File: config.mk
export PLATFORM = sky130hd
export DESIGN_NAME = rr_req_queue
export DESIGN_NICKNAME = d
export VERILOG_FILES = /design/src/rtl/rr_pkg.sv /design/src/rtl/rr_ch_fifo.sv /design/src/rtl/rr_req_queue.sv
export SDC_FILE = /design/constraint.sdc
export NUM_CORES = 1
export LEC_CHECK = 0
export CORE_MARGIN = 2
export CORE_UTILIZATION = 25
export DETAILED_ROUTE_END_ITERATION = 8
export GPL_TIMING_DRIVEN = 0
export PLACE_DENSITY_LB_ADDON = 0.25
export RECOVER_POWER = 100
export SLEW_MARGIN = 20
export SYNTH_ARGS = -nofsm -noshare
export SYNTH_HDL_FRONTEND = slang
export SYNTH_SLANG_ARGS = --single-unit
File: constraint.sdc
create_clock -name clk_i -period 2.14 [get_ports clk_i]
set_input_delay 0.535 -clock clk_i [delete_from_list [all_inputs] [get_ports clk_i]]
set_output_delay 0.535 -clock clk_i [all_outputs]
set_load 0.01 [all_outputs]
File: src/rtl/rr_pkg.sv
// Shared constants and types for the round-robin request queue.
// Holds the default sizes, the statistics width and the requester-index type.
package rr_pkg;
  localparam int REQCNT_DEF = 4;
  localparam int DWIDTH_DEF = 8;
  localparam int DEPTH_DEF  = 4;
  localparam int STAT_W     = 16;

  typedef logic [$clog2(REQCNT_DEF)-1:0] req_idx_t;

  // Increment that sticks at all-ones instead of wrapping.
  function automatic logic [STAT_W-1:0] sat_inc(input logic [STAT_W-1:0] v);
    return (&v) ? v : v + 1'b1;
  endfunction
endpackage

File: src/rtl/rr_ch_fifo.sv
// Single-requester FIFO: registered count and pointers, head visible combinationally.
// The caller must never push when full or pop when empty.
module rr_ch_fifo #(
  parameter int DWIDTH = 8,
  parameter int DEPTH  = 4
) (
  input  logic                   clk_i,
  input  logic                   rst_n_i,
  input  logic                   push,
  input  logic [DWIDTH-1:0]      push_data,
  input  logic                   pop,
  output logic [DWIDTH-1:0]      head,
  output logic [$clog2(DEPTH):0] count
);
  localparam int PW = $clog2(DEPTH);

  logic [DWIDTH-1:0] mem [DEPTH];
  logic [PW-1:0]     wr_ptr;
  logic [PW-1:0]     rd_ptr;

  // Storage needs no reset; only the pointers and count define validity.
  always_ff @(posedge clk_i) begin
    if (push) mem[wr_ptr] <= push_data;
  end

  always_ff @(posedge clk_i or negedge rst_n_i) begin
    if (!rst_n_i) begin
      wr_ptr <= '0;
      rd_ptr <= '0;
      count  <= '0;
    end else begin
      if (push) wr_ptr <= wr_ptr + 1'b1;
      if (pop)  rd_ptr <= rd_ptr + 1'b1;
      case ({push, pop})
        2'b10:   count <= count + 1'b1;
        2'b01:   count <= count - 1'b1;
        default: count <= count;
      endcase
    end
  end

  assign head = mem[rd_ptr];
endmodule

File: src/rtl/rr_req_queue.sv
// Per-requester FIFOs feeding one registered output chosen by an external arbiter grant.
// Optional head-of-line wait statistics are built only with RR_REQ_QUEUE_STAT_EN defined.
module rr_req_queue
  import rr_pkg::*;
#(
  parameter int REQCNT = REQCNT_DEF,
  parameter int DWIDTH = DWIDTH_DEF,
  parameter int DEPTH  = DEPTH_DEF
) (
  input  logic                             clk_i,
  input  logic                             rst_n_i,
  input  logic [REQCNT-1:0][DWIDTH-1:0]    wr_data_i,
  input  logic [REQCNT-1:0]                wr_val_i,
  output logic [REQCNT-1:0]                wr_rdy_o,
  output logic [REQCNT-1:0]                req_o,
  output logic                             req_val_o,
  input  logic [$clog2(REQCNT)-1:0]        req_num_i,
  output logic [DWIDTH-1:0]                rd_data_o,
  output logic [$clog2(REQCNT)-1:0]        rd_num_o,
  output logic                             rd_val_o,
  input  logic                             rd_rdy_i,
  output logic [STAT_W-1:0]                stat_max_wait_o
);
  localparam int IW = $clog2(REQCNT);
  localparam int CW = $clog2(DEPTH) + 1;

  logic [CW-1:0]     count [REQCNT];
  logic [DWIDTH-1:0] head  [REQCNT];
  logic [REQCNT-1:0] push;
  logic [REQCNT-1:0] pop;
  logic              out_free;
  logic              pop_any;
  logic [DWIDTH-1:0] head_sel;

  for (genvar g = 0; g < REQCNT; g++) begin : g_ch
    assign wr_rdy_o[g] = (count[g] != CW'(DEPTH));
    assign req_o[g]    = (count[g] != '0);
    assign push[g]     = wr_val_i[g] && wr_rdy_o[g];

    rr_ch_fifo #(.DWIDTH(DWIDTH), .DEPTH(DEPTH)) u_fifo (
      .clk_i     (clk_i),
      .rst_n_i   (rst_n_i),
      .push      (push[g]),
      .push_data (wr_data_i[g]),
      .pop       (pop[g]),
      .head      (head[g]),
      .count     (count[g])
    );
  end

  assign req_val_o = |req_o;
  assign out_free  = !rd_val_o || rd_rdy_i;
  assign pop_any   = |pop;

  // A grant onto an empty FIFO simply produces no pop.
  always_comb begin
    pop      = '0;
    head_sel = '0;
    for (int i = 0; i < REQCNT; i++) begin
      if (req_num_i == IW'(i)) begin
        pop[i]   = out_free && req_val_o && req_o[i];
        head_sel = head[i];
      end
    end
  end

  always_ff @(posedge clk_i or negedge rst_n_i) begin
    if (!rst_n_i) begin
      rd_data_o <= '0;
      rd_num_o  <= '0;
      rd_val_o  <= 1'b0;
    end else if (pop_any) begin
      rd_data_o <= head_sel;
      rd_num_o  <= req_num_i;
      rd_val_o  <= 1'b1;
    end else if (out_free) begin
      rd_val_o  <= 1'b0;
    end
  end

`ifdef RR_REQ_QUEUE_STAT_EN
  logic [STAT_W-1:0] wait_cnt [REQCNT];
  logic [STAT_W-1:0] cur_max;

  always_ff @(posedge clk_i or negedge rst_n_i) begin
    if (!rst_n_i) begin
      for (int i = 0; i < REQCNT; i++) wait_cnt[i] <= '0;
    end else begin
      for (int i = 0; i < REQCNT; i++) begin
        if (!req_o[i] || pop[i]) wait_cnt[i] <= '0;
        else                     wait_cnt[i] <= sat_inc(wait_cnt[i]);
      end
    end
  end

  always_comb begin
    cur_max = '0;
    for (int i = 0; i < REQCNT; i++) begin
      if (wait_cnt[i] > cur_max) cur_max = wait_cnt[i];
    end
  end

  always_ff @(posedge clk_i or negedge rst_n_i) begin
    if (!rst_n_i)                      stat_max_wait_o <= '0;
    else if (cur_max > stat_max_wait_o) stat_max_wait_o <= cur_max;
  end
`else
  assign stat_max_wait_o = '0;
`endif
endmodule

# ---- After elaboration in Yosys (flattened, before gate mapping)
# Memory sizes are Yosys's and may differ from the RTL's.
# Cells that the tools add are included.
dict set report classes {
  n_mux 22
  reduce_logical 23
  add_sub_neg 16
  eq_ne 15
}
# cell n
set op_table {}
lappend op_table {{$mux W8} 4}
lappend op_table {{$pmux W3 S2} 4}
lappend op_table {{$add A2 B1 Y2 const B} 8}
lappend op_table {{$mux W1} 14}
lappend op_table {{$add A3 B1 Y3 const B} 4}
lappend op_table {{$eq A2 B2 Y1 const B} 6}
lappend op_table {{$ne A3 B3 Y1 const B} 4}
lappend op_table {{$reduce_bool A3 Y1} 4}
lappend op_table {{$sub A3 B1 Y3 const B} 4}
lappend op_table {{$eq A2 B1 Y1 const B} 5}
lappend op_table {{$reduce_bool A2 Y1} 5}
lappend op_table {{$logic_and A1 B1 Y1} 9}
lappend op_table {{$reduce_or A4 Y1} 2}
lappend op_table {{$logic_not A2 Y1} 1}
lappend op_table {{$logic_not A1 Y1} 1}
lappend op_table {{$logic_or A1 B1 Y1} 1}
dict set report word_totals {
  output_inout_bits 36
  mem_bits_rw 128
  reg_bits 39
  n_memories 4
  word_cells 95
}
# memory words width rd rd_clocked_by_memory_dff wr line
set memory_table {}
lappend memory_table {{g_ch[0].u_fifo.mem} 4 8 1 0 1 rr_ch_fifo.sv:17} ;# logic [DWIDTH-1:0] mem [DEPTH];
lappend memory_table {{g_ch[1].u_fifo.mem} 4 8 1 0 1 rr_ch_fifo.sv:17}
lappend memory_table {{g_ch[2].u_fifo.mem} 4 8 1 0 1 rr_ch_fifo.sv:17}
lappend memory_table {{g_ch[3].u_fifo.mem} 4 8 1 0 1 rr_ch_fifo.sv:17}

# ---- Logic depth before layout (Yosys ltp)
dict set report depth {
  depth_word 7
  mapped_depth 10
  ltp_nobuf 10
}

# ---- Hierarchy
# A second synthesis with hierarchy kept.
dict set report unflattened {
  hier_cells 378
  hier_area_um2 7095.6
}
# mod instances cells_each area_per_inst_um2
set modules_own_cells {}
lappend modules_own_cells {{rr_ch_fifo (g_ch[0].u_fifo ...)} 3 73 1531.5}
lappend modules_own_cells {{rr_ch_fifo (g_ch[3].u_fifo)} 1 76 1541.5}
lappend modules_own_cells {rr_req_queue 1 83 959.7}

# ---- Least setup slack after synthesis
# No wires, ideal clock.
dict set report synth_path {
  path_type {input to register}
  from {in req_num_i[1]}
  to {reg g_ch[0].u_fifo.count[2]}
  arrival_time_ns 2.292
  setup_slack_ns -0.231
  setup_time_ns 0.079
  path_stages 8
  cell_sequence {buf_2 nor4_1 ha_1 inv_1 fa_1 xor2_1 nor2_1 xor2_1}
}
dict set report synth_via {
  elab_chain_cells 4
  elab_cells_between_ends 6
  cone_classes {eq/ne: 2; mux: 2; reduce/logical: 2}
}
# element line
set synth_rtl {}
lappend synth_rtl {{start, declared} rr_req_queue.sv:17} ;# input logic [$clog2(REQCNT)-1:0] req_num_i,
lappend synth_rtl {{$logic_not A2 Y1 *} rr_req_queue.sv:60} ;# if (req_num_i == IW'(i)) begin
lappend synth_rtl {{$mux W1 *} rr_req_queue.sv:60}
lappend synth_rtl {{named net g_ch[0].u_fifo.pop} rr_ch_fifo.sv:11} ;# input logic pop,
lappend synth_rtl {{$eq A2 B1 Y1 / $eq A2 B2 Y1 (equally long branches)} rr_ch_fifo.sv:34} ;# case ({push, pop})
lappend synth_rtl {{$pmux W3 S2 / $reduce_bool A2 Y1 (equally long branches)} -}
lappend synth_rtl {{end signal, assigned} rr_ch_fifo.sv:35} ;# 2'b10: count <= count + 1'b1;
lappend synth_rtl {{end signal, assigned} rr_ch_fifo.sv:36} ;# 2'b01: count <= count - 1'b1;
lappend synth_rtl {{end signal, assigned} rr_ch_fifo.sv:37} ;# default: count <= count;
lappend synth_rtl {{end, declared} rr_ch_fifo.sv:13} ;# output logic [$clog2(DEPTH):0] count
# Mark *: on every way through the listed nets, which the timed path passes. The rest lies on a longest branch.
# A chain may end at the register's enable or synchronous reset.

# ---- Worst setup path after layout
dict set report layout_path {
  from {reg g_ch[0].u_fifo.count[0]}
  to {out req_val_o}
}
dict set report layout_via {
  elab_chain_cells 2
}
# element line
set layout_rtl {}
lappend layout_rtl {{$reduce_bool A3 Y1} rr_req_queue.sv:37} ;# assign req_o[g] = (count[g] != '0);
lappend layout_rtl {{$reduce_or A4 Y1} rr_req_queue.sv:51} ;# assign req_val_o = |req_o;
lappend layout_rtl {{end, declared} rr_req_queue.sv:16} ;# output logic req_val_o,
# No other way between the ends.

==> run metrics <==
share of layout cells above drive strength 1 31.0%; die area 0.0299 mm^2; crit path time final 2.11 ns; Slew HR around half; Core Area 0.0279 mm^2; Power Total approximately 12 mW; Gate Count Post-Synth 404; synthesis-to-layout area growth 28.1%; post-route cell area between 0.009 and 0.01 mm^2; initial antenna violation count 0; worst slew pin tran between 0.7 and 0.8 ns; worst setup path class flip-flop to output pin; fin. max-slew vios 0; CTS Hold Bufs 0; Filler Cells Inserted about 2700; P_leak around 3.4 nW; Final Cycle Share between 90% and 100%; drt drc 0; Mapped Area between 0.007 and 0.008 mm^2; Avg Cell Area, Syn ~18 um^2; Distinct cells, synth 40; FP Rows a little over 60; remaining global-route overflow 0; #FFs+latches synth between 150 and 200; wirelength, routed 15.5 mm; class of the worst hold path input port to async pin; yosys warns 0; Starting DRT DRC Count about 190; largest net degree at the start of global routing 28; outcome complete, no violations; Pre-Repair DR Iteration Count 4; Clk Latency, worst-skew pair roughly 0.42 ns; worst vdd ir roughly 0.00057 V; die height about 170 um; Setup-failing EPs final 0; CTS tree done; H-tree lvl count 4; average wire per standard cell between 15 and 20 um; RSZ-0062 raised after global routing true; Post-Place Cells 857; Max Freq about 0.47 GHz; fin cells 913; vias per inst ~4; I/O pin total 77; die extent in x around 170 um; Critical Path AT 1.58 ns; post-synthesis sequential area ratio 67.6%; crit end category output pin; clk slew on worst S/H paths 0.06 ns; Num CTS Buffers 17; post-DP HPWL about 11 mm; via count of the first global-routing pass around 4100; Root Buffer clkbuf_16; Final #Nets 587; via count 3758; CTS sink count approximately 170; PwrDens 1290 mW/mm^2; CP Launch Type flip-flop; CP Data Required Time between 1.5 and 2 ns; Max Cap Viol 0; Port Buffer Count roughly 60; Final Hold Vio Count 0; Clock Tree Buf Depth 2; Worst Skew 0.00926 ns; global-route wire length before repair approximately 24 mm; Starting Density ~26%; ANT cells 0; Placed Instance Area slightly above 0.008 mm^2; total global-route track usage a little over a tenth; worst-path fanout max 3; Final ANT Viol Nets 0; GP Congestion approximately 0.75
==> critical path, stage by stage, from the launching register on <==
cell     delay, ns
dfrtp_1       0.41
nor3_4        0.29
buf_6         0.14
nand4_1       0.13
buf_2         0.18
==> cell families (layout without fill, tap and decap cells) <==
logic type               count (synthesis)  count (layout)  synth area share (%)
AO/OA/AOI/OAI                           23              23                  2.72
XOR/XNOR                                24              24                  2.95
adder cells (fa/ha/maj)                 24              24                  4.63
buffers and inverters                   53             169                  3.74
flip-flops                             167             167                  67.6
multiplexers                            48              48                  13.2
other                                    1              16                0.0526
AND/OR/NAND/NOR                         64              64                  5.12
==> cell usage after synthesis, drive strengths merged <==
cell       n  area, um^2
nor2      11        48.8
inv       24        90.1
o32ai      1        8.76
nor2b      3        18.8
o41ai      1        27.5
nand3      2        10.0
nor3       5        52.6
a21o       1        7.51
buf       27         169
xor2      10        87.6
mux4      33         743
mux2i      1        10.0
nand4      1        6.26
and3      16         100
a2111o     1        11.3
a2111oi    1        8.76
a21oi      1        5.00
a22oi     16         120
clkbuf     2        7.51
xnor2     14         123
o21ai      1        5.00
mux2      14         188
or4b       1        10.0
ha        20         250
fa         4        80.1
dfrtp     39         976
nor4       2        12.5
nand2b     1        6.26
and2       5        31.3
edfxtp   128        3840
nand2     16        60.1
conb       1        3.75
and4       1        8.76
==> layer usage <==
metal  wire, um  track usage, %  share of wire [%]  vias to the layer above
met5          0               0                  0                        -
met4        263            3.67                1.7                        0
met3        631            2.84                4.1                       17
met2       7850            18.2                 51                       82
met1       6710            13.3                 43                     1919
li1           -               -                  -                     1740
==> layout make-up <==
type,count,area [um^2],share of cell area (%)
Clock inverter,14,133,1.45
Inverter,24,90.1,0.986
Buffer,27,180,1.97
Sequential cell,167,4830,52.9
Clock buffer,18,429,4.70
Timing Repair Buffer,86,771,8.44
Multi-Input combinational cell,199,2230,24.4
Tap cell,378,473,5.18
==> sequential cells by signal, summed over array words and instances, names as in the netlist <==
register / cells
g_ch.u_fifo.count: 12
g_ch.u_fifo.mem: 128
g_ch.u_fifo.rd_ptr: 8
g_ch.u_fifo.wr_ptr: 8
rd_data_o: 8
rd_num_o: 2
rd_val_o: 1
==> report_power, final <==
group / total, mW / internal, mW / switching, mW
Sequential: 4.98 / 4.44 / 0.537
Clock: 2.93 / 1.70 / 1.22
Combinational: 3.91 / 1.99 / 1.92
Total: 11.8 / 8.13 / 3.68
==> per-stage QoR <==
stage          util (%)  setup WS [ns]  TNS (ns)  hold slack [ns]
3_3_place_gp       29.7         -0.760    -29.35            0.484
2_1_floorplan         -       -0.00485  -0.00485            0.239
4_1_cts            32.4        -0.0601   -0.0651          0.00663
6_report           32.7         0.0285         0            0.160
3_5_place_dp       29.7         -0.845    -10.62            0.467
5_1_grt            32.7        -0.0581    -0.127            0.195
==> worst paths after layout <==
kind                                    startpoint                  endpoint  slack, ns  cells past startpoint
min in group clk_i                     rd_num_o[1]               rd_num_o[1]       0.51                      1
setup / recovery           g_ch[0].u_fifo.count[0]                 req_val_o       0.03                      4
setup reg to reg                          rd_val_o   g_ch[0].u_fifo.count[2]       0.06                      8
hold reg to reg                        rd_num_o[1]               rd_num_o[1]       0.51                      1
hold / removal                             rst_n_i  g_ch[2].u_fifo.wr_ptr[0]       0.16                      1
max in group asynchronous                  rst_n_i                  rd_val_o       0.74                      2
==> cell usage in the layout, fill, tap and decap left out, types with 3 or more instances in the layout <==
cell type	synthesis	layout
edfxtp_1	128	128
buf_4	16	40
mux4_2	33	33
dlygate4sd3_1	0	33
dfrtp_1	39	32
inv_1	22	17
clkbuf_16	0	17
and3_1	16	16
ha_1	20	16
conb_1	1	16
nand2_1	16	15
a22oi_1	16	15
xnor2_1	14	14
clkdlybuf4s50_1	0	14
nor2_1	10	10
xor2_1	10	10
dlygate4sd2_1	0	9
mux2_4	8	8
inv_2	2	7
dfrtp_2	0	7
mux2_2	6	6
nor3_4	2	5
buf_2	6	4
buf_1	5	4
clkinv_2	0	4
buf_6	0	3
and2_4	0	3
clkbuf_1	2	3
ha_2	0	3
clkinv_1	0	3
==> what timing repair did <==
action / CTS / global route
setup buffers: 18 / 8
resized for setup: 37 / 20
pin swaps: 10 / 10
endpoints found under the hold margin: 0 / 0
endpoints found under the setup margin: 27 / 12
Note: power is estimated with default switching activity, not from simulation.
